### config.mk
export PLATFORM = sky130hd
export DESIGN_NAME = in_pulse_cond_flat
export DESIGN_NICKNAME = d
export VERILOG_FILES = /design/src/rtl/fsm5_pkg.sv /design/src/rtl/in_pulse_cond_if.sv /design/src/rtl/sync_chain.sv /design/src/rtl/in_pulse_cond.sv /design/src/flat_wrapper.sv
export SDC_FILE = /design/constraint.sdc
export NUM_CORES = 1
export LEC_CHECK = 0
export BUFFER_PORTS_ARGS = -buffer_cell sky130_fd_sc_hd__buf_4
export CAP_MARGIN = 20
export CORE_AREA = 2 2 39 41
export CTS_CLUSTER_DIAMETER = 200
export DETAILED_ROUTE_END_ITERATION = 7
export DIE_AREA = 0 0 41 43
export GPL_ROUTABILITY_DRIVEN = 0
export HOLD_SLACK_MARGIN = 0.02
export PLACE_DENSITY = 0.51
export SLEW_MARGIN = 20
export SYNTH_ARGS = -nofsm -noshare
export SYNTH_HDL_FRONTEND = slang
export SYNTH_SLANG_ARGS = --single-unit
### constraint.sdc
create_clock -name CLK -period 1.28 [get_ports CLK]
set_input_delay 0.128 -clock CLK [delete_from_list [all_inputs] [get_ports CLK]]
set_output_delay 0.128 -clock CLK [all_outputs]
set_load 0.05 [all_outputs]
### src/rtl/fsm5_pkg.sv
// Shared encodings for the input conditioner and the downstream 5-state pulse-counting FSM.
package fsm5_pkg;

  typedef enum logic [1:0] {
    ST_LO  = 2'b00,
    ST_QHI = 2'b01,
    ST_HI  = 2'b10,
    ST_QLO = 2'b11
  } cond_state_t;

  localparam int GLITCH_W = 8;

  typedef enum logic [2:0] {
    s0 = 3'd0,
    s1 = 3'd1,
    s2 = 3'd2,
    s3 = 3'd3,
    s4 = 3'd4
  } fsm5_state_t;

  function automatic logic [GLITCH_W-1:0] sat_inc(input logic [GLITCH_W-1:0] v);
    return (v == '1) ? v : v + GLITCH_W'(1);
  endfunction

endpackage

### src/rtl/in_pulse_cond_if.sv
// Signal bundle between a raw-input source and in_pulse_cond.
// GLITCH_CNT exists only when IN_COND_GLITCH_CNT_EN is defined.
interface in_pulse_cond_if;
  logic RAW_IN;
  logic EN;
  logic IN_PULSE;
  logic LEVEL;
  logic BUSY;
`ifdef IN_COND_GLITCH_CNT_EN
  logic [fsm5_pkg::GLITCH_W-1:0] GLITCH_CNT;

  modport master (output RAW_IN, EN, input IN_PULSE, LEVEL, BUSY, GLITCH_CNT);
  modport slave  (input RAW_IN, EN, output IN_PULSE, LEVEL, BUSY, GLITCH_CNT);
`else
  modport master (output RAW_IN, EN, input IN_PULSE, LEVEL, BUSY);
  modport slave  (input RAW_IN, EN, output IN_PULSE, LEVEL, BUSY);
`endif
endinterface

### src/rtl/sync_chain.sv
// Multi-flop synchroniser for an asynchronous level; q is the last stage.
module sync_chain #(
  parameter int SYNC_STAGES = 2
) (
  input  logic CLK,
  input  logic RST,
  input  logic d,
  output logic q
);

  logic [SYNC_STAGES-1:0] stages;

  // NOTE: flops use non-blocking assignment so every stage samples its predecessor's old value.
  always_ff @(posedge CLK) begin
    if (RST) stages <= '0;
    else     stages <= {stages[SYNC_STAGES-2:0], d};
  end

  assign q = stages[SYNC_STAGES-1];

endmodule

### src/rtl/in_pulse_cond.sv
// Synchronise, debounce and edge-detect a raw input into one-cycle IN pulses for FSM5.
// Optional rejected-glitch counter: define IN_COND_GLITCH_CNT_EN.
module in_pulse_cond
  import fsm5_pkg::*;
#(
  parameter int SYNC_STAGES     = 2,
  parameter int DEBOUNCE_CYCLES = 4,
  parameter int CNT_W           = 3
) (
  input  logic           CLK,
  input  logic           RST,
  in_pulse_cond_if.slave io
);

  localparam bit             SINGLE   = (DEBOUNCE_CYCLES == 1);
  localparam int             DC_LAST  = (DEBOUNCE_CYCLES > 1) ? DEBOUNCE_CYCLES - 2 : 0;
  localparam logic [CNT_W-1:0] CNT_LAST = CNT_W'(DC_LAST);

  logic              sync_q;
  cond_state_t       state_q, state_d;
  logic [CNT_W-1:0]  cnt_q, cnt_d;
  logic              level_q, level_d;
  logic              pulse_q, pulse_d;
`ifdef IN_COND_GLITCH_CNT_EN
  logic [GLITCH_W-1:0] glitch_q;
  logic                glitch_inc;
`endif

  sync_chain #(.SYNC_STAGES(SYNC_STAGES)) u_sync (
    .CLK (CLK),
    .RST (RST),
    .d   (io.RAW_IN),
    .q   (sync_q)
  );

  always_ff @(posedge CLK) begin
    if (RST) begin
      state_q  <= ST_LO;
      cnt_q    <= '0;
      level_q  <= 1'b0;
      pulse_q  <= 1'b0;
`ifdef IN_COND_GLITCH_CNT_EN
      glitch_q <= '0;
`endif
    end else begin
      state_q  <= state_d;
      cnt_q    <= cnt_d;
      level_q  <= level_d;
      pulse_q  <= pulse_d;
`ifdef IN_COND_GLITCH_CNT_EN
      if (glitch_inc) glitch_q <= sat_inc(glitch_q);
`endif
    end
  end

  // NOTE: every output of this block gets a default first, so no path can infer a latch.
  always_comb begin
    state_d    = state_q;
    cnt_d      = cnt_q;
    level_d    = level_q;
    pulse_d    = 1'b0;
`ifdef IN_COND_GLITCH_CNT_EN
    glitch_inc = 1'b0;
`endif
    if (!io.EN) begin
      // Disabled: drop any qualification back to the stable state, silently.
      cnt_d   = '0;
      state_d = (state_q == ST_HI || state_q == ST_QLO) ? ST_HI : ST_LO;
    end else begin
      case (state_q)
        ST_LO: if (sync_q) begin
          cnt_d = '0;
          if (SINGLE) begin
            state_d = ST_HI;
            level_d = 1'b1;
            pulse_d = 1'b1;
          end else begin
            state_d = ST_QHI;
          end
        end
        ST_QHI: begin
          if (!sync_q) begin
            state_d = ST_LO;
            cnt_d   = '0;
`ifdef IN_COND_GLITCH_CNT_EN
            glitch_inc = 1'b1;
`endif
          end else if (SINGLE || cnt_q == CNT_LAST) begin
            state_d = ST_HI;
            level_d = 1'b1;
            pulse_d = 1'b1;
            cnt_d   = '0;
          end else begin
            cnt_d = cnt_q + CNT_W'(1);
          end
        end
        ST_HI: if (!sync_q) begin
          cnt_d = '0;
          if (SINGLE) begin
            state_d = ST_LO;
            level_d = 1'b0;
          end else begin
            state_d = ST_QLO;
          end
        end
        ST_QLO: begin
          if (sync_q) begin
            state_d = ST_HI;
            cnt_d   = '0;
`ifdef IN_COND_GLITCH_CNT_EN
            glitch_inc = 1'b1;
`endif
          end else if (SINGLE || cnt_q == CNT_LAST) begin
            state_d = ST_LO;
            level_d = 1'b0;
            cnt_d   = '0;
          end else begin
            cnt_d = cnt_q + CNT_W'(1);
          end
        end
        default: begin
          state_d = ST_LO;
          cnt_d   = '0;
        end
      endcase
    end
  end

  assign io.IN_PULSE = pulse_q;
  assign io.LEVEL    = level_q;
  assign io.BUSY     = (state_q == ST_QHI) || (state_q == ST_QLO);
`ifdef IN_COND_GLITCH_CNT_EN
  assign io.GLITCH_CNT = glitch_q;
`endif

endmodule
### src/flat_wrapper.sv
// flat-port wrapper written by rule: the top's interface ports become plain ports
module in_pulse_cond_flat import fsm5_pkg::*;
#(
  parameter int SYNC_STAGES     = 2,
  parameter int DEBOUNCE_CYCLES = 4,
  parameter int CNT_W           = 3
)
  (CLK, RST, io_RAW_IN, io_EN, io_IN_PULSE, io_LEVEL, io_BUSY);
  in_pulse_cond_if io_i ();
  input  logic CLK;
  input  logic RST;
  input wire logic [$bits(io_i.RAW_IN)-1:0] io_RAW_IN;
  input wire logic [$bits(io_i.EN)-1:0] io_EN;
  output wire logic [$bits(io_i.IN_PULSE)-1:0] io_IN_PULSE;
  output wire logic [$bits(io_i.LEVEL)-1:0] io_LEVEL;
  output wire logic [$bits(io_i.BUSY)-1:0] io_BUSY;
  assign io_i.RAW_IN = io_RAW_IN;
  assign io_i.EN = io_EN;
  assign io_IN_PULSE = io_i.IN_PULSE;
  assign io_LEVEL = io_i.LEVEL;
  assign io_BUSY = io_i.BUSY;
  in_pulse_cond #(.SYNC_STAGES(SYNC_STAGES), .DEBOUNCE_CYCLES(DEBOUNCE_CYCLES), .CNT_W(CNT_W)) u_core (.CLK(CLK), .RST(RST), .io(io_i));
endmodule
==> results.json, run 1 <==
{
  "status": "completed",
  "area_growth_pct": 32.2,
  "final_common_cell": "buf_4",
  "hold_violations": 0,
  "initial_utilization": 0.281,
  "clkTransAtPathRegs_ps": 60,
  "r2r_setup_slack_ps": 120,
  "antenna_found_initial": 0,
  "post-cts-setup-buffers": 0,
  "top_usage_layer": "met2",
  "crit_slowest_cell": "a311o_1",
  "critical_path.top_delay_family": "compound AO/OA/AOI/OAI gates",
  "route.vias.total": 331,
  "power_density_mw_per_mm2": 1110,
  "r2r.worst_path.cells": 2,
  "drive_gt1_frac": 0.321,
  "path_cells": "nand4bb_1, a311o_1",
  "cp_max_fo": 5,
  "design_area_um2": 514,
  "fin_crit_sh": 0.906,
  "cts_sinks": 9,
  "port_buffers": 6,
  "p_leak_nw": 0.196,
  "max_slew_margin": 0.717,
  "yosysTopAreaCellShare": 0.463,
  "hold_slack_ps": 65.2,
  "use_met3": 0.0366,
  "finClkSkew_ps": 1.89,
  "slew_violations": 0,
  "grt_usage": 0.0900,
  "die_x_um": 41,
  "yosysSeqAreaShare": 0.463,
  "fillerInstances": 152,
  "die_h_um": 43,
  "gr-usage-met1": 0.115,
  "first_pass_iters": 2,
  "antennaDiodeCount": 0,
  "drc": 0,
  "fin_nets": 58,
  "mostFrequentLayoutCells": "buf_4 (11), dfxtp_1 (9), nand2b_1 (4), inv_1 (4)",
  "synth_cell_types": 20,
  "setup_viol": 0,
  "critPathMaxStageDelay_ps": 420,
  "cts-root-buf": "clkbuf_4",
  "io_pins": 7,
  "row_count": 14,
  "core-area_mm2": 0.00138,
  "dieArea_mm2": 0.00176,
  "crit_arrival_ps": 1300,
  "postPlaceCellArea_um2": 488,
  "final_util": 0.372,
  "worstSkewPairLatency_ps": 250,
  "post_cts_resized": 0,
  "drt_iter0_drc": 3,
  "dp_hpwl_um": 530,
  "cp_num_buf_inv": 0,
  "synth_top_area_cell": "dfxtp_1",
  "holdPathEnd": "u_core.u_sync.stages[1]",
  "worst_pin_slew_ps": 423,
  "grt_pass1_vias": 263,
  "numCtsBuffers": 3,
  "grt-ovfl-total": 0,
  "drt-vias-per-instance": 4.80,
  "drt-total-wl_um": 714,
  "rsz0062_at_grt": "false",
  "ant_nets": 0,
  "required_ps": 1420,
  "min_period_ps": 1160,
  "fmax_mhz": 863,
  "grt_pass1_wl_mm": 1.05,
  "maxCapViolations": 0,
  "synthTopCellsByArea": "dfxtp_1 (46%), nand2b_1 (6.4%), o32ai_1 (4.5%), xor2_1 (4.5%), inv_1 (3.9%)",
  "clockBufferDepth": 2,
  "critPathKind": "flip-flop to flip-flop",
  "synth_nets": 43,
  "min_from": "RST",
  "vdd_drop_max_mv": 0.740,
  "start_kind": "flip-flop",
  "holdPathStages": 2,
  "yosysWarningCount": 0,
  "wl_per_cell_um": 10.3,
  "synth_cells": 39,
  "setup_tns_ps": 0,
  "synth.avg_cell_area_um2": 9.98,
  "worstHoldPathType": "input pin to flip-flop",
  "syn_area_um2": 389,
  "cts_max_level": 1,
  "use_met2": 0.119,
  "ctsHoldBuffers": 0,
  "cts_tree": "yes",
  "cp-end-kind": "flip-flop",
  "r2r_start": "u_core.cnt_q[0]",
  "r2r_end": "u_core.io.LEVEL",
  "grt_max_degree": 7,
  "ys_ff_latch": 9
}
-- Yosys cell counts, drive strengths merged --
cell type	number
nand4	1
or3b	1
nand4b	1
a21oi	1
a311o	1
nor2	1
clkbuf	1
nand2b	4
o41ai	1
xor2	2
nand4bb	1
dfxtp	9
nor2b	2
a311oi	1
nand2	3
o32ai	2
o211ai	1
inv	4
mux2	1
nor4	1
-- layer usage --
layer	part of all wire	vias to the layer above
li1	-	171
met1	0.53	149
met2	0.40	8
met3	0.048	3
met4	0.022	0
met5	0	-
-- stage by stage --
stage	cells	power (mW)	setup slack, ps
global route	69	0.603	18.7
CTS	69	0.580	133
floorplan	39	0.341	187
detailed placement	65	0.367	149
finish	69	0.572	121
global placement	65	0.367	135
-- where the power goes --
group          switching (mW)  internal (mW)
logic                  0.0416         0.0239
registers             0.00488          0.289
clock network          0.0924          0.120
-- worst max-delay path by stage --
| stage | start | end | slack (ps) | depth (start not counted) |
|---|---|---|---|---|
| global placement | u_core.u_sync.stages[1] | u_core.cnt_q[1] | 140 | 3 |
| floorplan | flip-flop | u_core.cnt_q[0] | 190 | 3 |
| finish | u_core.cnt_q[0] | u_core.io.LEVEL | 120 | 2 |
| CTS | flip-flop | u_core.cnt_q[0] | 130 | 3 |
| detailed placement | flip-flop | u_core.cnt_q[0] | 150 | 3 |
| global route | flip-flop | u_core.cnt_q[1] | 20 | 3 |
-- final cells by class --
cell class              count  area [um^2]  share of cell area
inverters                   4         15.0              0.0292
flip-flops and latches      9          180               0.350
repair buffers             11         82.6               0.161
well taps                  16         20.0              0.0389
clock buffers               4         26.3              0.0511
multi-input cells          25          190               0.370
-- cells by family after synthesis --
family                    count (synthesis)  share of synthesized area
muxes                                     1                     0.0289
buffers and inverters                     5                     0.0482
xor gates and xnor gates                  2                     0.0450
DFF                                       9                      0.463
AOI/OAI and AO/OA                         7                      0.158
and+or+nand+nor                          15                      0.257
Note: power is estimated with default switching activity, not from simulation.
==> run 2: changes to the inputs <==
clock period = 1.14 ns   (was 1.28 ns; I/O delays follow)
==> results.json, run 2 (synthesis results as in run 1) <==
{
  "status": "completed",
  "antenna_found_initial": 0,
  "area_growth_pct": 40.5,
  "critPathKind": "flip-flop to flip-flop",
  "switchingPower_uw": 163,
  "grt_pass1_wl_mm": 1.42,
  "dp_hpwl_um": 596,
  "rsz0062_at_grt": "true",
  "p_int_uw": 489,
  "antennaDiodeCount": 0,
  "hold_violations": 0,
  "cp_max_fo": 5,
  "post-cts-setup-buffers": 0,
  "drc": 0,
  "crit_arrival_ps": 1320,
  "drt_iter0_drc": 3,
  "cts_tree": "yes",
  "swShare": 0.250,
  "dieArea_mm2": 0.00176,
  "drt-total-wl_um": 802,
  "postPlaceCellArea_um2": 488,
  "cts_sinks": 9,
  "min_period_ps": 1120,
  "worstHoldPathType": "input pin to flip-flop",
  "io_pins": 7,
  "grt_pass1_vias": 366,
  "top_usage_layer": "met2",
  "mostFrequentLayoutCells": "buf_4 (10), dfxtp_1 (7), nand2b_1 (4), inv_1 (4)",
  "design_area_um2": 547,
  "drive_gt1_frac": 0.415,
  "grt_usage": 0.124,
  "final_common_cell": "buf_4",
  "core-area_mm2": 0.00138,
  "start_kind": "flip-flop",
  "initial_utilization": 0.281,
  "p_leak_nw": 0.201,
  "drt-vias-per-instance": 4.80,
  "ant_nets": 0,
  "setup_viol": 0,
  "layout_setup_ws_ps": 19.2,
  "die_x_um": 41,
  "die_h_um": 43,
  "required_ps": 1330,
  "use_met3": 0.0157,
  "clockBufferDepth": 2,
  "worstSkewPairLatency_ps": 260,
  "max_slew_margin": 0.806,
  "power_density_mw_per_mm2": 1190,
  "finClkSkew_ps": 1.01,
  "wl_per_cell_um": 11.6,
  "fmax_mhz": 892,
  "p_comb_frac": 0.117,
  "cts_max_level": 1,
  "grt-ovfl-total": 0,
  "placedCellCount": 65,
  "port_buffers": 6,
  "pwr-share-seq": 0.509,
  "cp-end-kind": "flip-flop",
  "hold_slack_ps": 49.6,
  "gr-usage-met1": 0.150,
  "worst_pin_slew_ps": 287,
  "use_met2": 0.184,
  "place_ws_ps": -33.9,
  "fin_nets": 58,
  "route.vias.total": 331,
  "numCtsBuffers": 3,
  "slew_violations": 0,
  "cts-root-buf": "clkbuf_4",
  "final_cells": 69,
  "fin_crit_sh": 0.983,
  "row_count": 14,
  "setup_tns_ps": 0,
  "clkTransAtPathRegs_ps": 60,
  "maxCapViolations": 0,
  "grt_max_degree": 7,
  "vdd_drop_max_mv": 0.565,
  "power.share.clock": 0.373,
  "first_pass_iters": 2
}
==> run 2: cell counts in the layout (fill, tap and decap cells not counted) <==
No cell type changed its count.
==> run 2: metal layers <==
| layer | routed length (um) | vias up |
|---|---|---|
| li1 | - | 170 |
| met1 | 349 | 148 |
| met2 | 386 | 8 |
| met3 | 32 | 5 |
| met4 | 33 | 0 |
| met5 | 0 | - |
==> run 2: path summary, 6_finish.rpt <==
path / start / to / slack [ps] / cells after the start
setup / recovery: u_core.u_sync.stages[1] / u_core.cnt_q[0] / 20 / 3
hold / removal: RST / u_core.u_sync.stages[1] / 50 / 2
setup reg to reg: u_core.u_sync.stages[1] / u_core.cnt_q[0] / 20 / 3
hold reg to reg: u_core.u_sync.stages[0] / u_core.u_sync.stages[1] / 440 / 1
==> run 2: metrics by stage <==
step           power [mW]  utilization
6_report            0.652        0.395
5_1_grt             0.683        0.395
4_1_cts             0.662        0.383
3_5_place_dp        0.414        0.353
3_3_place_gp        0.414        0.353
2_1_floorplan       0.383            -
==> run 2: final cells by class <==
cell class | count | area [um^2]
Sequential cell | 9 | 183
Timing Repair Buffer | 11 | 86.3
Fill cell | 159 | 837
Multi-Input combinational cell | 25 | 216
Clock buffer | 4 | 26.3
Inverter | 4 | 15.0
Tap cell | 16 | 20.0
==> run 2: power by group through the flow <==
stage                     clock [mW]  combinational, mW  sequential, mW
after detailed placement           0             0.0761           0.338
final                          0.243             0.0766           0.332
after floorplan                    0             0.0238           0.359
after global placement             0             0.0755           0.338
after CTS                      0.254             0.0764           0.332
after global routing           0.267             0.0821           0.333
==> run 2: worst max-delay path: stages, from the launching register on <==
cell and delay [ps]:
dfxtp_2 330, xor2_2 200, or3b_4 390, a21oi_2 130
==> run 2: what timing repair did <==
action / CTS / global route
gates resized for setup: 2 / 5
endpoints found under the setup margin: 1 / 5
hold buffers: 0 / 0
pin swaps: 0 / 3
